===== src/rtl/multicycle_useq_if.sv =====
// Control/status bundle between the multicycle microsequencer and the datapath.
// master = sequencer side, slave = datapath / instruction-register side.
interface multicycle_useq_if #(
  parameter int WORD_SIZE = 16
);
  logic [WORD_SIZE-1:0] inst;
  logic                 mem_ready;

  logic                 alu_src_a;
  logic                 i_or_d;
  logic                 ir_write;
  logic                 pc_write;
  logic                 pc_write_cond;
  logic [2:0]           alu_src_b;
  logic [1:0]           pc_source;
  logic [1:0]           reg_dest;
  logic [1:0]           reg_write_src;
  logic [1:0]           branch_property;
  logic [1:0]           alu_op;
  logic                 reg_write;
  logic                 mem_read;
  logic                 mem_write;
  logic                 output_port_write;
  logic                 is_lhi;

  logic                 halted;
  logic                 illegal_inst;
  logic                 bus_error;
  logic [WORD_SIZE-1:0] num_inst;
  logic [4:0]           state;

  modport master (
    input  inst, mem_ready,
    output alu_src_a, i_or_d, ir_write, pc_write, pc_write_cond, alu_src_b,
           pc_source, reg_dest, reg_write_src, branch_property, alu_op,
           reg_write, mem_read, mem_write, output_port_write, is_lhi,
           halted, illegal_inst, bus_error, num_inst, state
  );

  modport slave (
    output inst, mem_ready,
    input  alu_src_a, i_or_d, ir_write, pc_write, pc_write_cond, alu_src_b,
           pc_source, reg_dest, reg_write_src, branch_property, alu_op,
           reg_write, mem_read, mem_write, output_port_write, is_lhi,
           halted, illegal_inst, bus_error, num_inst, state
  );
endinterface


===== src/rtl/multicycle_useq.sv =====
// Registered microsequencer for the multicycle 16-bit CPU: decodes the IR into
// datapath controls, handles memory wait states with a timeout, counts retirements.
//
// state  code | meaning
// FETCH     0 | read instruction, PC+1; waits on mem_ready
// DECODE    1 | branch target precompute, dispatch
// R_EX/R_WB 2/3 | R-type execute / write rd
// ADI/ORI/LHI 4/5/6 | immediate execute;  WB_RT 7 | write rt
// ADDR 8 | address calc;  MEM_RD 9 / LD_WB 10 | load;  MEM_WR 11 | store
// BRANCH 12 | conditional PC;  JMP/JPR/JAL/JRL 13-16 | jumps;  WWD 17 | output port
// HALT  18 | terminal, left only by reset
module multicycle_useq #(
  parameter int WORD_SIZE  = 16,
  parameter int WAIT_LIMIT = 15,
  parameter int WAIT_W     = 8
) (
  input logic              clk,
  input logic              reset,
  multicycle_useq_if.master bus
);
  localparam logic [3:0] OP_BNE = 4'd0,  OP_BEQ = 4'd1,  OP_BGZ = 4'd2,  OP_BLZ = 4'd3;
  localparam logic [3:0] OP_ADI = 4'd4,  OP_ORI = 4'd5,  OP_LHI = 4'd6,  OP_LWD = 4'd7;
  localparam logic [3:0] OP_SWD = 4'd8,  OP_JMP = 4'd9,  OP_JAL = 4'd10, OP_ALU = 4'd15;
  localparam logic [5:0] FN_ADD = 6'd0,  FN_SUB = 6'd1,  FN_AND = 6'd2,  FN_ORR = 6'd3;
  localparam logic [5:0] FN_NOT = 6'd4,  FN_TCP = 6'd5,  FN_SHL = 6'd6,  FN_SHR = 6'd7;
  localparam logic [5:0] FN_JPR = 6'd25, FN_JRL = 6'd26, FN_WWD = 6'd28, FN_HLT = 6'd29;

  typedef enum logic [4:0] {
    ST_FETCH  = 5'd0,  ST_DECODE = 5'd1,  ST_R_EX   = 5'd2,  ST_R_WB  = 5'd3,
    ST_ADI    = 5'd4,  ST_ORI    = 5'd5,  ST_LHI    = 5'd6,  ST_WB_RT = 5'd7,
    ST_ADDR   = 5'd8,  ST_MEM_RD = 5'd9,  ST_LD_WB  = 5'd10, ST_MEM_WR = 5'd11,
    ST_BRANCH = 5'd12, ST_JMP    = 5'd13, ST_JPR    = 5'd14, ST_JAL   = 5'd15,
    ST_JRL    = 5'd16, ST_WWD    = 5'd17, ST_HALT   = 5'd18
  } stateT;

  stateT                stateReg, stateNext;
  logic [WAIT_W-1:0]    waitCnt;
  logic [WORD_SIZE-1:0] numInst;
  logic                 busError;
  logic [3:0]           opcode;
  logic [5:0]           func;
  logic                 memState, timeout, retire, decodeIllegal;
  logic                 unusedInst;

  assign opcode     = bus.inst[WORD_SIZE-1 -: 4];
  assign func       = bus.inst[5:0];
  assign unusedInst = ^bus.inst;

  // Timeout fires on the WAIT_LIMIT-th consecutive not-ready cycle.
  assign memState = stateReg inside {ST_FETCH, ST_MEM_RD, ST_MEM_WR};
  assign timeout  = memState && !bus.mem_ready && (waitCnt == WAIT_W'(WAIT_LIMIT - 1));

  always_comb begin
    stateNext     = stateReg;
    decodeIllegal = 1'b0;
    case (stateReg)
      ST_FETCH:  if (bus.mem_ready) stateNext = ST_DECODE;
      ST_DECODE: begin
        case (opcode)
          OP_ALU: begin
            case (func)
              FN_WWD: stateNext = ST_WWD;
              FN_JPR: stateNext = ST_JPR;
              FN_JRL: stateNext = ST_JRL;
              FN_HLT: stateNext = ST_HALT;
              FN_ADD, FN_SUB, FN_AND, FN_ORR,
              FN_NOT, FN_TCP, FN_SHL, FN_SHR: stateNext = ST_R_EX;
              default: begin
                decodeIllegal = 1'b1;
                stateNext     = ST_FETCH;
              end
            endcase
          end
          OP_ADI:                         stateNext = ST_ADI;
          OP_ORI:                         stateNext = ST_ORI;
          OP_LHI:                         stateNext = ST_LHI;
          OP_LWD, OP_SWD:                 stateNext = ST_ADDR;
          OP_BEQ, OP_BNE, OP_BGZ, OP_BLZ: stateNext = ST_BRANCH;
          OP_JMP:                         stateNext = ST_JMP;
          OP_JAL:                         stateNext = ST_JAL;
          default: begin
            decodeIllegal = 1'b1;
            stateNext     = ST_FETCH;
          end
        endcase
      end
      ST_R_EX:                    stateNext = ST_R_WB;
      ST_ADI, ST_ORI, ST_LHI:     stateNext = ST_WB_RT;
      ST_ADDR: begin
        if (opcode == OP_LWD)      stateNext = ST_MEM_RD;
        else if (opcode == OP_SWD) stateNext = ST_MEM_WR;
        else                       stateNext = ST_FETCH;
      end
      ST_MEM_RD: if (bus.mem_ready) stateNext = ST_LD_WB;
      ST_MEM_WR: if (bus.mem_ready) stateNext = ST_FETCH;
      ST_HALT:                    stateNext = ST_HALT;
      default:                    stateNext = ST_FETCH;
    endcase
    if (timeout) stateNext = ST_HALT;
  end

  // A timeout into HALT is an abandoned instruction, not a retirement.
  assign retire = ((stateNext == ST_FETCH) && (stateReg != ST_FETCH)) ||
                  ((stateNext == ST_HALT) && (stateReg != ST_HALT) && !timeout);

  always_ff @(posedge clk) begin
    if (reset) begin
      stateReg <= ST_FETCH;
      waitCnt  <= '0;
      numInst  <= '0;
      busError <= 1'b0;
    end else begin
      stateReg <= stateNext;
      if (stateNext != stateReg)
        waitCnt <= '0;
      else if (memState && !bus.mem_ready)
        waitCnt <= waitCnt + WAIT_W'(1);
      if (retire)  numInst  <= numInst + WORD_SIZE'(1);
      if (timeout) busError <= 1'b1;
    end
  end

  always_comb begin
    bus.alu_src_a         = 1'b0;
    bus.i_or_d            = 1'b0;
    bus.ir_write          = 1'b0;
    bus.pc_write          = 1'b0;
    bus.pc_write_cond     = 1'b0;
    bus.alu_src_b         = 3'd0;
    bus.pc_source         = 2'd0;
    bus.reg_dest          = 2'd0;
    bus.reg_write_src     = 2'd0;
    bus.branch_property   = 2'd0;
    bus.alu_op            = 2'd0;
    bus.reg_write         = 1'b0;
    bus.mem_read          = 1'b0;
    bus.mem_write         = 1'b0;
    bus.output_port_write = 1'b0;
    bus.is_lhi            = 1'b0;
    bus.illegal_inst      = 1'b0;
    case (stateReg)
      ST_FETCH: begin
        bus.mem_read  = 1'b1;
        bus.alu_src_b = 3'd1;
        bus.alu_op    = 2'd1;
        bus.ir_write  = bus.mem_ready;
        bus.pc_write  = bus.mem_ready;
      end
      ST_DECODE: begin
        bus.alu_src_b    = 3'd3;
        bus.alu_op       = 2'd1;
        bus.illegal_inst = decodeIllegal;
      end
      ST_R_EX:   bus.alu_src_a = 1'b1;
      ST_R_WB: begin
        bus.reg_write = 1'b1;
        bus.reg_dest  = 2'd1;
      end
      ST_ADI, ST_ADDR: begin
        bus.alu_src_a = 1'b1;
        bus.alu_src_b = 3'd2;
        bus.alu_op    = 2'd1;
      end
      ST_ORI: begin
        bus.alu_src_a = 1'b1;
        bus.alu_src_b = 3'd4;
        bus.alu_op    = 2'd2;
      end
      ST_LHI:    bus.is_lhi = 1'b1;
      ST_WB_RT: begin
        bus.reg_write = 1'b1;
        bus.is_lhi    = (opcode == OP_LHI);
      end
      ST_MEM_RD: begin
        bus.mem_read = 1'b1;
        bus.i_or_d   = 1'b1;
      end
      ST_LD_WB: begin
        bus.reg_write     = 1'b1;
        bus.reg_write_src = 2'd1;
      end
      ST_MEM_WR: begin
        bus.mem_write = 1'b1;
        bus.i_or_d    = 1'b1;
      end
      ST_BRANCH: begin
        bus.alu_src_a     = 1'b1;
        bus.pc_write_cond = 1'b1;
        bus.pc_source     = 2'd1;
        bus.alu_op        = 2'd3;
        case (opcode)
          OP_BNE: bus.branch_property = 2'd1;
          OP_BGZ: begin
            bus.branch_property = 2'd2;
            bus.alu_src_b       = 3'd5;
          end
          OP_BLZ: begin
            bus.branch_property = 2'd3;
            bus.alu_src_b       = 3'd5;
          end
          default: bus.branch_property = 2'd0;
        endcase
      end
      ST_JMP, ST_JPR: begin
        bus.pc_write  = 1'b1;
        bus.pc_source = (stateReg == ST_JPR) ? 2'd3 : 2'd2;
      end
      ST_JAL, ST_JRL: begin
        bus.pc_write      = 1'b1;
        bus.pc_source     = (stateReg == ST_JRL) ? 2'd3 : 2'd2;
        bus.reg_write     = 1'b1;
        bus.reg_dest      = 2'd2;
        bus.reg_write_src = 2'd2;
      end
      ST_WWD:    bus.output_port_write = 1'b1;
      default: ;
    endcase
  end

  assign bus.state     = stateReg;
  assign bus.halted    = (stateReg == ST_HALT);
  assign bus.bus_error = busError;
  assign bus.num_inst  = numInst;

endmodule


===== src/flat_wrapper.sv =====
// flat-port wrapper written by rule: the top's interface ports become plain ports
module multicycle_useq_flat 
#(
  parameter int WORD_SIZE  = 16,
  parameter int WAIT_LIMIT = 15,
  parameter int WAIT_W     = 8
)
  (clk, reset, bus_inst, bus_mem_ready, bus_alu_src_a, bus_i_or_d, bus_ir_write, bus_pc_write, bus_pc_write_cond, bus_alu_src_b, bus_pc_source, bus_reg_dest, bus_reg_write_src, bus_branch_property, bus_alu_op, bus_reg_write, bus_mem_read, bus_mem_write, bus_output_port_write, bus_is_lhi, bus_halted, bus_illegal_inst, bus_bus_error, bus_num_inst, bus_state);
  multicycle_useq_if #(.WORD_SIZE(WORD_SIZE)) bus_i ();
  input logic clk;
  input logic reset;
  input wire logic [$bits(bus_i.inst)-1:0] bus_inst;
  input wire logic [$bits(bus_i.mem_ready)-1:0] bus_mem_ready;
  output wire logic [$bits(bus_i.alu_src_a)-1:0] bus_alu_src_a;
  output wire logic [$bits(bus_i.i_or_d)-1:0] bus_i_or_d;
  output wire logic [$bits(bus_i.ir_write)-1:0] bus_ir_write;
  output wire logic [$bits(bus_i.pc_write)-1:0] bus_pc_write;
  output wire logic [$bits(bus_i.pc_write_cond)-1:0] bus_pc_write_cond;
  output wire logic [$bits(bus_i.alu_src_b)-1:0] bus_alu_src_b;
  output wire logic [$bits(bus_i.pc_source)-1:0] bus_pc_source;
  output wire logic [$bits(bus_i.reg_dest)-1:0] bus_reg_dest;
  output wire logic [$bits(bus_i.reg_write_src)-1:0] bus_reg_write_src;
  output wire logic [$bits(bus_i.branch_property)-1:0] bus_branch_property;
  output wire logic [$bits(bus_i.alu_op)-1:0] bus_alu_op;
  output wire logic [$bits(bus_i.reg_write)-1:0] bus_reg_write;
  output wire logic [$bits(bus_i.mem_read)-1:0] bus_mem_read;
  output wire logic [$bits(bus_i.mem_write)-1:0] bus_mem_write;
  output wire logic [$bits(bus_i.output_port_write)-1:0] bus_output_port_write;
  output wire logic [$bits(bus_i.is_lhi)-1:0] bus_is_lhi;
  output wire logic [$bits(bus_i.halted)-1:0] bus_halted;
  output wire logic [$bits(bus_i.illegal_inst)-1:0] bus_illegal_inst;
  output wire logic [$bits(bus_i.bus_error)-1:0] bus_bus_error;
  output wire logic [$bits(bus_i.num_inst)-1:0] bus_num_inst;
  output wire logic [$bits(bus_i.state)-1:0] bus_state;
  assign bus_i.inst = bus_inst;
  assign bus_i.mem_ready = bus_mem_ready;
  assign bus_alu_src_a = bus_i.alu_src_a;
  assign bus_i_or_d = bus_i.i_or_d;
  assign bus_ir_write = bus_i.ir_write;
  assign bus_pc_write = bus_i.pc_write;
  assign bus_pc_write_cond = bus_i.pc_write_cond;
  assign bus_alu_src_b = bus_i.alu_src_b;
  assign bus_pc_source = bus_i.pc_source;
  assign bus_reg_dest = bus_i.reg_dest;
  assign bus_reg_write_src = bus_i.reg_write_src;
  assign bus_branch_property = bus_i.branch_property;
  assign bus_alu_op = bus_i.alu_op;
  assign bus_reg_write = bus_i.reg_write;
  assign bus_mem_read = bus_i.mem_read;
  assign bus_mem_write = bus_i.mem_write;
  assign bus_output_port_write = bus_i.output_port_write;
  assign bus_is_lhi = bus_i.is_lhi;
  assign bus_halted = bus_i.halted;
  assign bus_illegal_inst = bus_i.illegal_inst;
  assign bus_bus_error = bus_i.bus_error;
  assign bus_num_inst = bus_i.num_inst;
  assign bus_state = bus_i.state;
  multicycle_useq #(.WORD_SIZE(WORD_SIZE), .WAIT_LIMIT(WAIT_LIMIT), .WAIT_W(WAIT_W)) u_core (.clk(clk), .reset(reset), .bus(bus_i));
endmodule

===== config.mk =====
export PLATFORM = sky130hd
export DESIGN_NAME = multicycle_useq_flat
export DESIGN_NICKNAME = d
export VERILOG_FILES = /design/src/rtl/multicycle_useq_if.sv /design/src/rtl/multicycle_useq.sv /design/src/flat_wrapper.sv
export SDC_FILE = /design/constraint.sdc
export NUM_CORES = 1
export LEC_CHECK = 0
export CAP_MARGIN = 15
export CORE_MARGIN = 10
export CORE_UTILIZATION = 35
export DETAILED_ROUTE_END_ITERATION = 16
export PLACE_DENSITY = 0.75
export SLEW_MARGIN = 0
export SYNTH_ARGS = -nofsm -noshare
export SYNTH_HDL_FRONTEND = slang
export SYNTH_SLANG_ARGS = --single-unit

===== constraint.sdc =====
create_clock -name clk -period 3.4 [get_ports clk]
set_input_delay 0.68 -clock clk [delete_from_list [all_inputs] [get_ports clk]]
set_output_delay 0.68 -clock clk [all_outputs]
set_load 0.1 [all_outputs]

# Yosys cells after proc, flatten, opt, wreduce, memory -nomap -nowiden
# Cells that the tools add are included.
[totals]
reg_bits = 30
output_inout_bits = 47
word_cells = 113
[op_classes]
n_addsub = 2
n_eq_ne = 44
muxes = 32
reduce_logical = 31
[op_table]
columns = ["operator", "n"]
rows = [
  ["$pmux 5 s8", 2],
  ["$eq 5x4->1 const B", 8],
  ["$mux 5", 5],
  ["$pmux 5 s5", 1],
  ["$eq 6x3->1 const B", 4],
  ["$eq 6x5->1 const B", 4],
  ["$eq 5x3->1 const B", 4],
  ["$eq 5x5->1 const B", 4],
  ["$pmux 2 s3", 3],
  ["$add 16x1->16 const B", 1],
  ["$eq 4x3->1 const B", 4],
  ["$eq 4x4->1 const B", 4],
  ["$reduce_or 2->1", 8],
  ["$pmux 3 s5", 1],
  ["$eq 6x2->1 const B", 2],
  ["$mux 1", 12],
  ["$reduce_or 12->1", 1],
  ["$reduce_or 4->1", 3],
  ["$reduce_or 11->1", 1],
  ["$eq 5x2->1 const B", 2],
  ["$logic_not 5->1", 2],
  ["$reduce_or 5->1", 2],
  ["$add 8x1->8 const B", 1],
  ["$eq 4x2->1 const B", 2],
  ["other kinds (20)", 28],
]

# Depth between registers and ports, before layout
[logic_depth]
depth_word = 10
mapped_depth = 11
ltp_nobuf = 9

# Worst setup path before layout
# No wires, ideal clock.
[synth_path]
kind = "register to output"
from = "register u_core.stateReg[2], in the netlist u_core.bus.state[2]"
to = "output port bus_alu_src_b[1]"
t_arrival_ps = 4961
required_time_ps = 2720
setup_slack_ps = -2241
path_stages_with_launch = 4
n_path_buf = 0
cell_sequence = "dfxtp_1 or2_2 a211oi_1 nor2b_1"
[synth_via]
elab_chain_cells = 3
elab_cells_between_ends = 8
classes_between = "eq/ne (5); mux (1); reduce/logical (2)"
[synth_lines]
columns = ["element", "line", "text"]
rows = [
  ["start, declared", "multicycle_useq.sv:36", "stateT stateReg, stateNext;"],
  ["start signal, assigned", "multicycle_useq.sv:113", "stateReg <= stateNext;"],
  ["$eq 5x3->1 / $eq 5x4->1 (equally long branches)", "multicycle_useq.sv:141", "case (stateReg)"],
  ["$reduce_or 2->1", "multicycle_useq.sv:141", ""],
  ["$pmux 3 s5 *", "multicycle_useq.sv:141", ""],
  ["end, declared", "flat_wrapper.sv:19", "output wire logic [$bits(bus_i.alu_src_b)-1:0] bus_alu_src_b;"],
]
# Mark *: on every way between the ends. The rest lies on a longest branch, timed or not.

# Worst setup path in the final report
[layout_path]
from = "input port bus_inst[12]"
to = "output port bus_illegal_inst"
[layout_via]
elab_chain_cells = 4
elab_cells_between_ends = 15
classes_between = "eq/ne (11); mux (2); reduce/logical (2)"
[layout_lines]
columns = ["element", "line", "text"]
rows = [
  ["start, declared", "flat_wrapper.sv:12", "input wire logic [$bits(bus_i.inst)-1:0] bus_inst;"],
  ["$eq 4x3->1, or another cell as far along", "multicycle_useq.sv:59", "case (opcode)"],
  ["$reduce_or 11->1 (no line)", "-", ""],
  ["$pmux 1 s2 *", "multicycle_useq.sv:59", ""],
  ["$mux 1 *", "multicycle_useq.sv:141", ""],
  ["end, declared", "flat_wrapper.sv:31", "output wire logic [$bits(bus_i.illegal_inst)-1:0] bus_illegal_inst;"],
]
# Marks and branches as above.

==> results_tabular.tex <==
\begin{tabular}{lr}
\hline
Metric & Value \\
\hline
\multicolumn{2}{l}{\textbf{Routing}} \\
\quad Average vias per placed instance & 5.372 \\
\quad Via count of the routed design & 2428 \\
\quad WL/cell & 14.21 microns \\
\quad Initial DRT Pass Iterations & 4 \\
\quad Number of violations reported at the end of detailed-routing iteration 0 & 94 \\
\quad Number of DRC violations after detailed routing & 0 \\
\quad Post-detailed-routing wire length & 6422 microns \\
\quad Antenna violation net count after detailed routing & 0 \\
\multicolumn{2}{l}{\textbf{STA}} \\
\quad Worst max-slew margin expressed relative to the limit & 65.23\% \\
\quad RSZ-0062 raised after global routing & true \\
\quad Clock period minus worst slack & 3.270 ns \\
\quad Final critical-path share of the clock period & 96.19\% \\
\quad Transition time of the tightest slew-check pin & 0.5083 ns \\
\quad Final setup violation count & 0 \\
\quad Fin. max-slew vios & 0 \\
\quad Worst clock skew & 0.003862 ns \\
\quad Fmax & 305.8 MHz \\
\quad Fin. Hold Viols & 0 \\
\multicolumn{2}{l}{\textbf{Global route}} \\
\quad Initial antenna violation count & 0 \\
\quad Residual overflow from global routing & 0 \\
\quad Vias in the first global route & 2294 \\
\quad Gr usage total & 12.53\% \\
\quad Largest net degree at the start of global routing & 24 \\
\quad Global-route wire length before repair & 10720 microns \\
\multicolumn{2}{l}{\textbf{Synthesis}} \\
\quad Main area contributors after synthesis & sky130\_fd\_sc\_hd\_\_dfxtp\_1 (28\%), sky130\_fd\_sc\_hd\_\_nor2\_1 (6.9\%), sky130\_fd\_sc\_hd\_\_o21ai\_0 (6.2\%), sky130\_fd\_sc\_hd\_\_a21oi\_1 (5.7\%), sky130\_fd\_sc\_hd\_\_or3\_1 (4.6\%) \\
\quad Mapped cell area & 2183 sq um \\
\quad Gate count of the mapped netlist & 304 \\
\quad Synthesized net count & 326 \\
\quad Leading register cell type out of synthesis & sky130\_fd\_sc\_hd\_\_dfxtp\_1 \\
\quad Top cell type by total area after synthesis & sky130\_fd\_sc\_hd\_\_dfxtp\_1 \\
\quad Synthesis-stage register bit count & 30 \\
\quad Number of distinct standard cells referenced by the synthesized netlist & 52 \\
\quad Number of enable-type register cells in the synthesized netlist & 0 \\
\quad Ys Warns & 0 \\
\quad Top cell type's share of synthesized area & 27.51\% \\
\quad Share of flip-flops with an asynchronous set or reset & 0\% \\
\quad Sequential area share after synthesis & 27.51\% \\
\quad Average size of a mapped cell & 7.182 sq um \\
\multicolumn{2}{l}{\textbf{Final layout}} \\
\quad Number of filler instances in the final layout & 580 \\
\quad Post-route cell area & 3157 sq um \\
\quad Area growth from synthesis to layout & 44.58\% \\
\quad Layout cell share with drive strength beyond 1 & 28.65\% \\
\quad Most frequent cells in the layout & sky130\_fd\_sc\_hd\_\_buf\_4 (67), sky130\_fd\_sc\_hd\_\_nor2\_1 (36), sky130\_fd\_sc\_hd\_\_dfxtp\_1 (27) \\
\quad Number of nets at the end of the flow & 398 \\
\quad Diode insertion count for antenna repair & 0 \\
\quad Commonest non-fill, non-tap cell in the layout & sky130\_fd\_sc\_hd\_\_buf\_4 \\
\multicolumn{2}{l}{\textbf{Pwr}} \\
\quad Fraction of power consumed by sequential logic & 24.7\% \\
\quad Logic gate share of total power & 58.0\% \\
\quad Total design power & 1692 uW \\
\quad VDD IR max & 0.0004784 V \\
\quad Total internal power & 845.6 uW \\
\quad Leakage Power & 0.001248 uW \\
\quad Total net switching power & 846.8 uW \\
\quad Switching fraction of total power & 50.04\% \\
\quad Clock Power Share & 17.3\% \\
\quad Power per standard cell area & 536.1 nW/um\^{}2 \\
\multicolumn{2}{l}{\textbf{Die}} \\
\quad Count of boundary I/O pins & 66 \\
\quad Area enclosed by the die boundary & 9797 sq um \\
\quad Die extent in y & 98.98 microns \\
\quad Die Span X & 98.98 microns \\
\quad Initial Util & 36.45\% \\
\quad Standard cell core area & 5991 sq um \\
\quad \# rows & 28 \\
\multicolumn{2}{l}{\textbf{Worst setup path}} \\
\quad Sort of element at the end of the critical path & primary output \\
\quad Max stage delay on crit path & 0.61 ns \\
\quad Combined buffer and inverter count along the critical path & 3 \\
\quad Critical Path Start Type & primary input \\
\quad Crit Path Max Fanout & 10 \\
\quad Slowest-stage cell, CP & sky130\_fd\_sc\_hd\_\_clkdlybuf4s50\_1 \\
\quad Critical path's top delay family & buffers and inverters \\
\quad Worst endpoint data arrival time & 2.59 ns \\
\quad Required time worst endpoint & 2.72 ns \\
\quad Kind of critical path & primary input to primary output \\
\quad Cells along the critical path & clkdlybuf4s50\_1 -> buf\_4 -> and4\_1 -> a31oi\_2 -> nor2\_1 -> a211oi\_4 -> buf\_12 \\
\multicolumn{2}{l}{\textbf{Placement}} \\
\quad Area after DPL & 3044 sq um \\
\quad Placed wire-length estimate after detailed placement & 4919 microns \\
\quad Final estimated routing congestion in global placement & 0.8297 \\
\quad Port Buffer Count & 59 \\
\multicolumn{2}{l}{\textbf{Clock network}} \\
\quad Number of buffers on the longest clock path & 2 \\
\quad TritonCTS clock tree & built \\
\quad Clock Latency Late Sink & 0.28 ns \\
\quad Library cell used as clock root buffer & sky130\_fd\_sc\_hd\_\_clkbuf\_8 \\
\quad H-tree depth & 2 \\
\quad Total clock sinks & 30 \\
\quad Clock-pin slew reported for the worst setup and hold paths after clock tree synthesis & 0.06 ns \\
\quad Hold bufs inserted after CTS & 0 \\
\quad Number of buffers added by the clock tree synthesis step & 5 \\
\multicolumn{2}{l}{\textbf{Flow run}} \\
\quad Max-capacitance violation count & 0 \\
\multicolumn{2}{l}{\textbf{Run status}} \\
\quad Result of the run & finished clean \\
\multicolumn{2}{l}{\textbf{Hold path}} \\
\quad Class of the worst hold path & flop to flop \\
\hline
\end{tabular}
## worst paths after layout
check | startpoint | slack [ns] | cells past startpoint | end
setup / recovery | bus_inst[12] | 0.13 | 7 | bus_illegal_inst
hold / removal | u_core.bus.bus_error | 0.48 | 2 | u_core.bus.bus_error
setup reg to reg | u_core.bus.state[2] | 0.44 | 8 | u_core.bus.num_inst[10]
hold reg to reg | u_core.bus.bus_error | 0.48 | 2 | u_core.bus.bus_error
## logic make-up after synthesis
kind of cell | after synthesis | synth area share (%)
flip-flops | 30 | 27.51
adder cells (fa/ha/maj) | 3 | 1.719
XOR/XNOR | 12 | 4.814
AO/OA/AOI/OAI | 81 | 22.24
AND/OR/NAND/NOR | 146 | 36.79
multiplexers | 3 | 1.375
buffers and inverters | 29 | 5.558
## worst min-delay path: cells and delay by family, from the launching register on
| kind | cells | cell delay [ns] |
|---|---|---|
| simple gates | 2 | 0.12 |
| flops | 1 | 0.33 |
## metrics by stage
stage | cells | setup TNS (ns) | utilization, % | hold slack, ns | setup WS (ns)
6_report | 452 | 0 | 52.69 | 0.4765 | 0.1297
5_1_grt | 452 | -0.04968 | 52.69 | 0.5312 | -0.03649
4_1_cts | 452 | 0 | 52.34 | 0.4835 | 0.07876
3_5_place_dp | 444 | -1.402 | 50.81 | 0.4677 | -0.1894
3_3_place_gp | 444 | -0.3913 | 50.81 | 0.4606 | -0.1100
2_1_floorplan | 304 | -0.4984 | - | 0.4945 | -0.3352
## layout make-up
class	count	area [sq um]	area share, %
Sequential cell	30	604.3	19.14
Clock inverter	1	5.005	0.1585
Clock buffer	7	86.33	2.735
Inverter	8	30.03	0.9512
Tap cell	75	93.84	2.973
Timing Repair Buffer	86	763.2	24.18
Multi-Input combinational cell	245	1574	49.86
## state kept, by name, summed over array words and instances, names as in the netlist
| register | cells |
|---|---|
| u_core.bus.num_inst | 16 |
| u_core.waitCnt | 8 |
| u_core.bus.bus_error | 1 |
| u_core.bus.state | 5 |
## routing by layer
layer / wire (microns) / global-route usage, %
met1: 2897 / 15.47
met3: 413 / 3.841
met4: 53 / 2.867
met2: 3058 / 20.74
met5: 0 / 0
## what timing repair did
item                       in CTS  in global routing
setup buffers                   0                  0
gates resized for setup         0                  4
setup endpoints to repair       0                 25
## cells in the mapped netlist, drive strengths merged, types with 2 or more instances
library cell,count
mux2i,3
nand3,14
xor2,6
and3,4
xnor2,6
or2,3
o31ai,4
nand4,4
ha,3
inv,8
buf,8
a21oi,25
and2,7
a31oi,3
nand2b,5
nor4bb,2
o211ai,2
nor4b,4
a211oi,4
nor2,40
or3,17
nand2,21
and4,3
nor2b,4
clkbuf,13
nor4,3
o21a,5
o21ai,27
nand3b,2
a2111oi,3
and4b,2
nor3,5
dfxtp,30
## power by group through the flow
stage | Combinational [uW] | Clock (uW) | Sequential [uW]
2_1_floorplan | 631 | 0 | 518
3_3_place_gp | 975 | 0 | 424
3_5_place_dp | 983 | 0 | 425
4_1_cts | 985 | 298 | 417
5_1_grt | 1050 | 321 | 424
6_report | 982 | 292 | 418
Power figures use the tool's default switching activity.
